**config.mk**
```make
export PLATFORM = sky130hd
export DESIGN_NAME = epu_ctrl
export DESIGN_NICKNAME = d
export VERILOG_FILES = /design/src/rtl/epu_ctrl.sv
export SDC_FILE = /design/constraint.sdc
export NUM_CORES = 1
export LEC_CHECK = 0
export CAP_MARGIN = 20
export CORE_MARGIN = 4
export CORE_UTILIZATION = 54
export CTS_CLUSTER_SIZE = 14
export DETAILED_ROUTE_END_ITERATION = 12
export PLACE_DENSITY = 0.86
export SLEW_MARGIN = 20
export SYNTH_ARGS = -nofsm -noshare
export SYNTH_HDL_FRONTEND = slang
export SYNTH_SLANG_ARGS = --single-unit
```
**constraint.sdc**
```tcl
create_clock -name clk -period 2.9 [get_ports clk]
set_input_delay 0.29 -clock clk [delete_from_list [all_inputs] [get_ports clk]]
set_output_delay 0.29 -clock clk [all_outputs]
set_load 0.02 [all_outputs]
```
**src/rtl/epu_ctrl.sv**
```systemverilog
// Host-facing control block for the EPU accelerator: register file, launch/run FSM,
// completion tracking, run-cycle counter and level interrupt.
module epu_ctrl #(
    parameter int CNT_W = 32
) (
    input  logic        clk,
    input  logic        rst,
    input  logic        req_valid_i,
    output logic        req_ready_o,
    input  logic        req_write_i,
    input  logic [2:0]  req_addr_i,
    input  logic [31:0] req_wdata_i,
    output logic        rsp_valid_o,
    output logic [31:0] rsp_rdata_o,
    output logic        start_o,
    output logic [3:0]  mode_o,
    output logic [31:0] weight_w8_o,
    input  logic        finish_i,
    output logic        irq_o
);

    typedef enum logic [1:0] {
        ST_IDLE   = 2'd0,
        ST_LAUNCH = 2'd1,
        ST_RUN    = 2'd2
    } state_t;

    localparam logic [2:0] A_CTRL   = 3'd0;
    localparam logic [2:0] A_STATUS = 3'd1;
    localparam logic [2:0] A_MODE   = 3'd2;
    localparam logic [2:0] A_W8     = 3'd3;
    localparam logic [2:0] A_IRQ_EN = 3'd4;
    localparam logic [2:0] A_CYCLES = 3'd5;

    state_t            r_state;
    logic              r_start;
    logic              r_done;
    logic [CNT_W-1:0]  r_cycles;
    logic [3:0]        r_mode;
    logic [31:0]       r_w8;
    logic              r_irq_en;
    logic              r_rsp_valid;
    logic [31:0]       r_rsp_rdata;

    logic              w_accept;
    logic              w_wr;
    logic              w_rd;
    logic              w_busy;
    logic              w_irq;
    logic              w_start;
    logic              w_clr_done;
    logic [31:0]       w_cycles32;
    logic [31:0]       w_rdata;

    // Only one read can be outstanding: the response cycle blocks new requests.
    assign req_ready_o = ~r_rsp_valid;
    assign w_accept    = req_valid_i & req_ready_o;
    assign w_wr        = w_accept & req_write_i;
    assign w_rd        = w_accept & ~req_write_i;

    assign w_busy      = (r_state != ST_IDLE);
    assign w_irq       = r_done & r_irq_en;
    assign w_start     = w_wr && (req_addr_i == A_CTRL) && req_wdata_i[0] && (r_state == ST_IDLE);
    assign w_clr_done  = w_wr && (req_addr_i == A_CTRL) && req_wdata_i[1];
    assign w_cycles32  = 32'(r_cycles);

    always_comb begin
        // NOTE: default assignment first so every path drives w_rdata and no latch is inferred.
        w_rdata = '0;
        case (req_addr_i)
            A_STATUS: w_rdata = {29'd0, w_irq, r_done, w_busy};
            A_MODE:   w_rdata = {28'd0, r_mode};
            A_W8:     w_rdata = r_w8;
            A_IRQ_EN: w_rdata = {31'd0, r_irq_en};
            A_CYCLES: w_rdata = w_cycles32;
            default:  w_rdata = '0;
        endcase
    end

    // NOTE: sequential state uses non-blocking assignments so all registers update together.
    always_ff @(posedge clk) begin
        if (rst) begin
            r_state  <= ST_IDLE;
            r_start  <= 1'b0;
            r_done   <= 1'b0;
            r_cycles <= '0;
        end else begin
            r_start <= 1'b0;
            case (r_state)
                ST_IDLE: begin
                    if (w_start) begin
                        r_state <= ST_LAUNCH;
                        r_start <= 1'b1;
                    end
                end
                ST_LAUNCH: r_state <= ST_RUN;
                ST_RUN: begin
                    if (finish_i) r_state <= ST_IDLE;
                end
                default: r_state <= ST_IDLE;
            endcase

            // Completion wins over a coincident clear-done so a finished run is never lost.
            if ((r_state == ST_RUN) && finish_i) begin
                r_done <= 1'b1;
            end else if (w_start || w_clr_done) begin
                r_done <= 1'b0;
            end

            if (w_start || (r_state == ST_LAUNCH)) begin
                r_cycles <= '0;
            end else if ((r_state == ST_RUN) && (r_cycles != {CNT_W{1'b1}})) begin
                r_cycles <= r_cycles + CNT_W'(1);
            end
        end
    end

    always_ff @(posedge clk) begin
        if (rst) begin
            r_mode      <= '0;
            r_w8        <= '0;
            r_irq_en    <= 1'b0;
            r_rsp_valid <= 1'b0;
            r_rsp_rdata <= '0;
        end else begin
            r_rsp_valid <= w_rd;
            if (w_rd) r_rsp_rdata <= w_rdata;

            // Operands are frozen while the accelerator is busy.
            if (w_wr && !w_busy && (req_addr_i == A_MODE)) r_mode <= req_wdata_i[3:0];
            if (w_wr && !w_busy && (req_addr_i == A_W8))   r_w8   <= req_wdata_i;
            if (w_wr && (req_addr_i == A_IRQ_EN))          r_irq_en <= req_wdata_i[0];
        end
    end

    assign start_o     = r_start;
    assign mode_o      = r_mode;
    assign weight_w8_o = r_w8;
    assign irq_o       = w_irq;
    assign rsp_valid_o = r_rsp_valid;
    assign rsp_rdata_o = r_rsp_rdata;

endmodule

```
### Word-level counts from Yosys, hierarchy flattened

Index checks and enable logic that the tools add are counted.

| storage, ports and cells | value |
|---|---|
| bits in registers | 106 |
| bits of input ports | 40 |
| logic and storage cells | 54 |

| cells by class | value |
|---|---|
| $add $sub $neg | 1 |
| equality and inequality tests | 10 |
| mux-type cells | 7 |
| bitwise operators | 7 |
| reduce and logical (&&, ||, !) cells | 20 |

Operators by type and width:

| operator | number |
|---|---|
| 32-bit one-hot mux with 5 select lines | 1 |
| 32-bit by 1-bit adder with 32-bit output, second input constant | 1 |
| 32-bit inequality test, second input constant | 1 |
| 1-bit logical AND | 10 |
| 3-bit by 2-bit == test with 1-bit output, second input constant | 2 |
| 3-bit == test, second input constant | 2 |
| 2-bit one-hot mux with 3 select lines | 1 |
| 1-bit bitwise AND | 4 |
| 2-bit 2-to-1 mux | 2 |
| 2-bit inequality test, second input constant | 2 |
| 2-bit nonzero test | 2 |
| 2-bit OR reduction | 2 |
| 3-bit by 1-bit == test with 1-bit output, second input constant | 1 |
| 3-bit logical NOT | 1 |
| 1-bit 2-to-1 mux | 3 |
| 1-bit inverter | 3 |
| 2-bit by 1-bit == test with 1-bit output, second input constant | 1 |
| 2-bit == test, second input constant | 1 |
| 2-bit logical NOT | 1 |
| 1-bit logical OR | 2 |
| 2-bit AND reduction | 1 |
| 1-bit logical NOT | 1 |

### Longest topological paths before layout

Gate-level depths: netlist of the first run.

| depth | value |
|---|---|
| depth in word-level cells | 9 |
| gate-level depth with buffers | 8 |

### Worst setup path before layout of the first run

No wires, ideal clock.

| timing | value |
|---|---|
| path type | flip-flop to flip-flop |
| start point | reg r_cycles[0] |
| end point | reg r_cycles[25] |
| arrival | 1882 ps |
| setup slack | 901 ps |
| cell stages (with the launch flop) | 9 |
| path buffers | 2 |
| clock period less this slack | 1999 ps |
| cells stage by stage | dfxtp_1 ha_1 and3_1 buf_2 and4_1 buf_2 a211oi_2 a31oi_1 a41o_1 |

| on the way | value |
|---|---|
| word-level cells in the longest chain between the ends | 2 |

RTL lines:

| item | line | text |
|---|---|---|
| start, declared | 38 | `logic [CNT_W-1:0] r_cycles;` |
| start signal, assigned | 113 | `r_cycles <= r_cycles + CNT_W'(1);` |
| parallel branches: the longest is 2 deep, another holds 32-bit by 1-bit adder with 32-bit output | n/a |  |

Parallel ways; which one is timed is not known.
A chain may end at the register's enable or synchronous reset.

### Worst setup path in the final report of the first run

| timing | value |
|---|---|
| start point | reg r_cycles[0] |
| end point | reg r_cycles[28] |

Same word-level chain as after synthesis.

==> run metrics, run 1 <==
Clk pwr share 35.6%; WL final 12500 um; minimum clock period 2.38 ns; Layout Skew 0.00972 ns; Worst-path clk slew 0.10 ns; Synth Area in Adders 0.267%; Pleak 2.08 nW; Post-CTS Hold Buffers 0; Hold WS 0.288 ns; starting density of the core 56.2%; post-synthesis cell count 578; Die X 101 um; share of cells above drive strength 1 5.64%; # IOs 112; vias in the first global route 4494; post-synthesis xor/xnor area fraction 3.18%; switching share of power 24.0%; gr usage total 24.6%; Clock Path Buffers 2; Area growth syn-to-layout 28.8%; status finished clean; CP Class flip-flop to flip-flop; Final Slew Violations 0; largest net degree at the start of global routing 75; EDFF count, synth 0; Die Y 101 um; Critical Path Fanout Max 8; MaxCap Viol Count 0; Sw Pwr 616 uW; fin area 0.00603 mm^2; Overflow after GRT 0; H-Tree Depth 3; top post-synthesis cells by area dfxtp_1 (45%), a21oi_1 (7.6%), nor2_1 (7.5%); Reg power frac 57.2%; Remaining DRCs 0; GPL Wtd Cong 0.839; nets@finish 710; die area 0.0102 mm^2; antenna-violating nets left 0; Root Buffer clkbuf_8; setup repair bufs after CTS 0; Critical Path Sink Type flip-flop; Arrival @ worst endpoint 2.65 ns; worst path required time 3.18 ns; Syn. warnings 0; diode count 0; fin crit share 81.9%; slowest stage delay, CP 0.60 ns; RSZ-0062 raised after global routing no; worst vdd ir 282 uV; via count 4509; syn avg cell area 8.10 um^2; fmax 421 MHz; combinational share of power 7.1%; CP Buf/Inv Count 0; Cell variety after synth 49; top cell type's share of synthesized area 45.3%; Pre-Repair DR Iteration Count 5; register area share after synthesis 45.3%; Post-Syn Area 0.00468 mm^2; Top Family by Delay on Critical Path simple AND/OR/NAND/NOR gates; Least-Margin Pin Slew 1.04 ns; Most used DFF post-synth dfxtp_1; Synth Area in Compound Gates 19.4%; post-DR vias/cell 5.79; initial antenna violation count 0; CTS tree built; Post-synth ARST share 0%; Setup TNS Final 0 ns; Internal Power 1.95 mW; first-pass GRT wire length 20700 um; final hold viol count 0; Rows 33; routed len/inst 16.0 um; min-delay worst type input port to flip-flop; DP Area 0.00584 mm^2; post_cts resized 0; starting DRC count in detailed routing 277; CP max-delay cell nor4_2; area leader, netlist dfxtp_1; simple-gate share of the synthesized area 24.7%; CP Launch Type flip-flop; final setup violation count 0; Placeable Area 0.00834 mm^2; Port Buffers 111; Mapped Nets 619; overall power 2.56 mW; CTS sink count 106; Power Density 425 mW/mm^2; critical path, cell by cell ha_1 > and3_1 > nand4_1 > nor4_2 > a31oi_1 > a41o_1; HPWL reported at the end of detailed placement 8650 um; total CTS buffers 9; mux contribution to synthesized area 2.83%; Slew headroom 30.8%; main combinational cell family by area after synthesis simple AND/OR/NAND/NOR gates; Seq cells post-synth 106; Clock Latency Late Sink 0.37 ns
==> power by group through the flow <==
| stage | sequential [mW] | combinational [mW] | clock, mW |
|---|---|---|---|
| floorplan | 1.51 | 0.0804 | 0 |
| global placement | 1.50 | 0.176 | 0 |
| detailed placement | 1.50 | 0.181 | 0 |
| global route | 1.47 | 0.197 | 0.979 |
| CTS | 1.47 | 0.182 | 0.926 |
| finish | 1.47 | 0.183 | 0.913 |
==> state kept, by name, summed over array words and instances (netlist names) <==
register and cells:
rsp_valid_o 1, r_cycles 32, r_done 1, r_state 2, r_irq_en 1, weight_w8_o 32
mode_o 4, rsp_rdata_o 32, start_o 1
==> worst reg2reg max path: cells and delay by family (launching register included) <==
kind,cells,cell delay (ns)
AND/OR/NAND/NOR,3,1.22
adder cells (fa/ha/maj),1,0.23
AO/OA/AOI/OAI,2,0.38
flip-flops,1,0.47
==> through the flow <==
stage,util (%),setup WS [ns],std cells
finish,72.3,0.524,779
global route,72.3,0.354,779
CTS,72.3,0.547,779
detailed placement,70.0,0.438,763
global placement,70.0,0.506,763
floorplan,-,0.901,578
==> cell usage in the layout, fill, tap and decap left out, drive strengths merged, types with 8 or more instances in the layout <==
| cell | synthesis | final |
|---|---|---|
| a21oi | 71 | 71 |
| inv | 6 | 8 |
| nor2 | 93 | 93 |
| a22oi | 31 | 31 |
| xnor2 | 17 | 17 |
| clkdlybuf4s50 | 0 | 110 |
| nand2 | 89 | 89 |
| clkbuf | 34 | 10 |
| a211oi | 8 | 8 |
| mux2i | 11 | 11 |
| nand4 | 18 | 18 |
| buf | 10 | 14 |
| dfxtp | 106 | 106 |
==> cell usage after synthesis (2+ instances only) <==
master       n
and3b_1      4
a31oi_1      3
a21oi_1     71
nor2_1      93
xnor2_1     17
a211oi_2     2
buf_2        9
nand3_1      7
nand2b_1     7
a22oi_1     31
a211o_1      2
or3_1        2
nor3_1       7
o21ai_0      4
a211oi_1     6
clkbuf_1    34
mux2i_1     11
nand4_1     17
nor4_1       3
and4_1       5
inv_1        6
nand3b_1     3
a41o_1       2
mux2_2       2
and3_1       6
a31o_1       4
a21o_1       2
dfxtp_1    106
nand2_1     89
a2bb2oi_1    4
==> layer usage <==
metal | vias up | wire length [um] | track usage (%) | part of all wire, %
met5 | - | 0 | 0 | 0
met3 | 19 | 873 | 5.92 | 7.0
met4 | 0 | 167 | 8.59 | 1.3
li1 | 2198 | - | - | -
met1 | 2134 | 5340 | 31.4 | 43
met2 | 158 | 6090 | 40.7 | 49
==> worst paths after layout <==
| kind | cells past startpoint | end | start | slack (ns) |
|---|---|---|---|---|
| worst max-delay path | 6 | r_cycles[28] | r_cycles[0] | 0.52 |
| worst min-delay path | 4 | rsp_rdata_o[2] | rst | 0.29 |
| worst max register to register | 6 | r_cycles[28] | r_cycles[0] | 0.52 |
| worst min register to register | 2 | rsp_rdata_o[0] | rsp_rdata_o[0] | 0.47 |
==> final cells by class <==
type,instances,area (um^2)
clock inverters,6,65.1
flip-flops and latches,106,2120
multi-input cells,422,2360
repair buffers,124,1200
fillers,649,2310
clock buffers,10,128
well taps,105,131
inverters,6,22.5
==> kinds of logic (layout without fill, tap and decap cells) <==
family	Yosys count	in the layout
AO/OA/AOI/OAI	140	140
XOR/XNOR	17	17
adder cells (fa/ha/maj)	1	1
buffers and inverters	50	146
flip-flops	106	106
multiplexers	13	13
AND/OR/NAND/NOR	251	251
No activity file was read; power rests on OpenSTA's default activity.
==> run 2: changes to the inputs <==
--- a/config.mk
+++ b/config.mk
@@ -7,10 +7,10 @@
 export LEC_CHECK = 0
 export CAP_MARGIN = 20
 export CORE_MARGIN = 4
-export CORE_UTILIZATION = 54
+export CORE_UTILIZATION = 45
 export CTS_CLUSTER_SIZE = 14
 export DETAILED_ROUTE_END_ITERATION = 12
-export PLACE_DENSITY = 0.86
+export PLACE_DENSITY = 0.76
 export SLEW_MARGIN = 20
 export SYNTH_ARGS = -nofsm -noshare
 export SYNTH_HDL_FRONTEND = slang
==> constraint.sdc (replaced) <==
create_clock -name clk -period 2 [get_ports clk]
set_input_delay 0.2 -clock clk [delete_from_list [all_inputs] [get_ports clk]]
set_output_delay 0.2 -clock clk [all_outputs]
set_load 0.02 [all_outputs]
==> run 2 against run 1 <==
Effect of this change:
- cell count increased by 7.3%
- via count up 1.8%
- wire length rose by 1.5%
- critical path depth is the same
- utilization shrank 8.6 points
- total power rose by 47%
- clock skew increased by 0.00079 ns
- sequential share of layout area shrank 1.7 points
- register-to-register slack worse by 0.43 ns
- clock power is 48% higher
- maximum frequency is 25% higher
- critical path type unchanged
- die area rose by 18%
==> run metrics, run 2 (same netlist as run 1, synthesis figures left out) <==
final hold viol count 0 (unchanged); Rows 36 (+9.1%); starting DRC count in detailed routing 269 (-2.9%); fin area 0.00634 mm^2 (+5.1%); nets@finish 739 (+4.1%); share of cells above drive strength 1 9.67% (+4.0 points); Die Y 110 um (+8.8%); initial antenna violation count 0 (unchanged); starting density of the core 47.1% (-9.1 points); Overflow after GRT 0 (unchanged); GPL Wtd Cong 0.857 (+2.1%); largest net degree at the start of global routing 75 (unchanged); Worst-path clk slew 0.10 ns (about the same); Clock Latency Late Sink 0.36 ns (about the same); first-pass GRT wire length 21200 um (+2.3%); Pleak 2.25 nW (+8.0%); Pre-Repair DR Iteration Count 5 (unchanged); Clock Path Buffers 2 (unchanged); HPWL reported at the end of detailed placement 9280 um (+7.2%); Remaining DRCs 0 (unchanged); Least-Margin Pin Slew 0.734 ns (-0.303 ns); H-Tree Depth 3 (unchanged); antenna-violating nets left 0 (unchanged); total CTS buffers 9 (unchanged); MaxCap Viol Count 0 (unchanged); Power Density 593 mW/mm^2 (+40%); # IOs 112 (unchanged); CTS tree built; minimum clock period 1.91 ns (-0.471 ns); CP Class flip-flop to flip-flop; WL final 12700 um (+1.5%); die area 0.0121 mm^2 (+18%); post-DR vias/cell 5.49 (-5.1%); most common cell after layout, fill and taps aside clkdlybuf4s50_1; CP Launch Type flip-flop; Area growth syn-to-layout 35.3%; Die X 110 um (+8.8%); worst path required time 2.26 ns (-0.92 ns); most frequent cells in the layout clkdlybuf4s50_1 (110), dfxtp_1 (106), nor2_1 (93); worst vdd ir 411 uV (+45%); fillcell total 850 (+31%); placed instance count 820 (+7.5%); vias in the first global route 4462 (-0.71%); Placeable Area 0.00995 mm^2 (+19%); Root Buffer clkbuf_8; Hold WS 0.186 ns (-0.102 ns); final setup violation count 0 (unchanged); Critical Path Fanout Max 6 (-2); RSZ-0062 raised after global routing no; min-delay worst type input port to flip-flop; Non-Filler Instances 836 (+7.3%); DP Area 0.00613 mm^2 (+5.0%); Final Slew Violations 0 (unchanged); Port Buffers 111 (unchanged); via count 4592 (+1.8%); status finished clean; fmax 525 MHz (+25%); routed len/inst 15.2 um (-5.4%); diode count 0 (unchanged); Arrival @ worst endpoint 2.16 ns (-0.49 ns); overall power 3.76 mW (+47%); Slew headroom 51.1% (+20 points); CTS sink count 106 (unchanged); gr usage total 21.7% (-2.9 points); Post-CTS Hold Buffers 0 (unchanged); Critical Path Sink Type flip-flop; Layout Skew 0.0105 ns (+0.000791 ns); fin crit share 95.3% (+13 points)
[run 2: cell types whose count changed in the layout (fill, tap and decap cells not counted), sizes merged]
cell,previous run,this run
clkinv,2,3
clkinvlp,1,0
buf,14,43
[run 2: layout make-up]
type / instances / area (um^2) / area share (%)
multi-input combinational: 422 / 2370 / 37.4
sequential: 106 / 2120 / 33.5
timing repair buffer: 153 / 1460 / 23.0
tap: 133 / 166 / 2.62
clock buffer: 10 / 128 / 2.01
clock inverter: 6 / 73.8 / 1.16
inverter: 6 / 22.5 / 0.355
[run 2: per-stage QoR]
stage,util (%),TNS [ns],setup slack (ns)
finish,63.7,0,0.0948
global route,63.7,0,0.0105
CTS,63.6,0,0.0333
detailed placement,61.6,-4.29,-0.210
global placement,61.6,-2.85,-0.151
floorplan,-,0,0.00128
[run 2: routing by layer]
layer,GRT usage (%),share of wire (%)
met1,28.5,45
met5,0,0
met3,3.84,5.2
met4,7.39,1.9
met2,35.8,48
[run 2: worst max-delay path, stage by stage, from the launching register on]
cell	delay (ns)
dfxtp_1	0.33
ha_1	0.22
and3_1	0.21
and4_2	0.30
a211oi_4	0.38
a31oi_1	0.13
a41o_1	0.22
[run 2: repair_timing]
action / CTS / global route
endpoints found under the setup margin: 0 / 2
buffers inserted: 0 / 0
resized for setup: 0 / 2
endpoints found under the hold margin: 0 / 0
[run 2: power breakdown]
part | switching, mW | internal (mW) | total [mW]
Combinational | 0.149 | 0.139 | 0.288
Clock | 0.750 | 0.596 | 1.35
Sequential | 0.00861 | 2.12 | 2.13
[run 2: final timing paths]
check	startpoint	slack, ns	end	cells past startpoint
setup reg to reg	r_cycles[0]	0.09	r_cycles[25]	6
setup / recovery	r_cycles[0]	0.09	r_cycles[25]	6
hold / removal	rst	0.19	rsp_rdata_o[2]	4
hold reg to reg	rsp_rdata_o[0]	0.46	rsp_rdata_o[0]	2
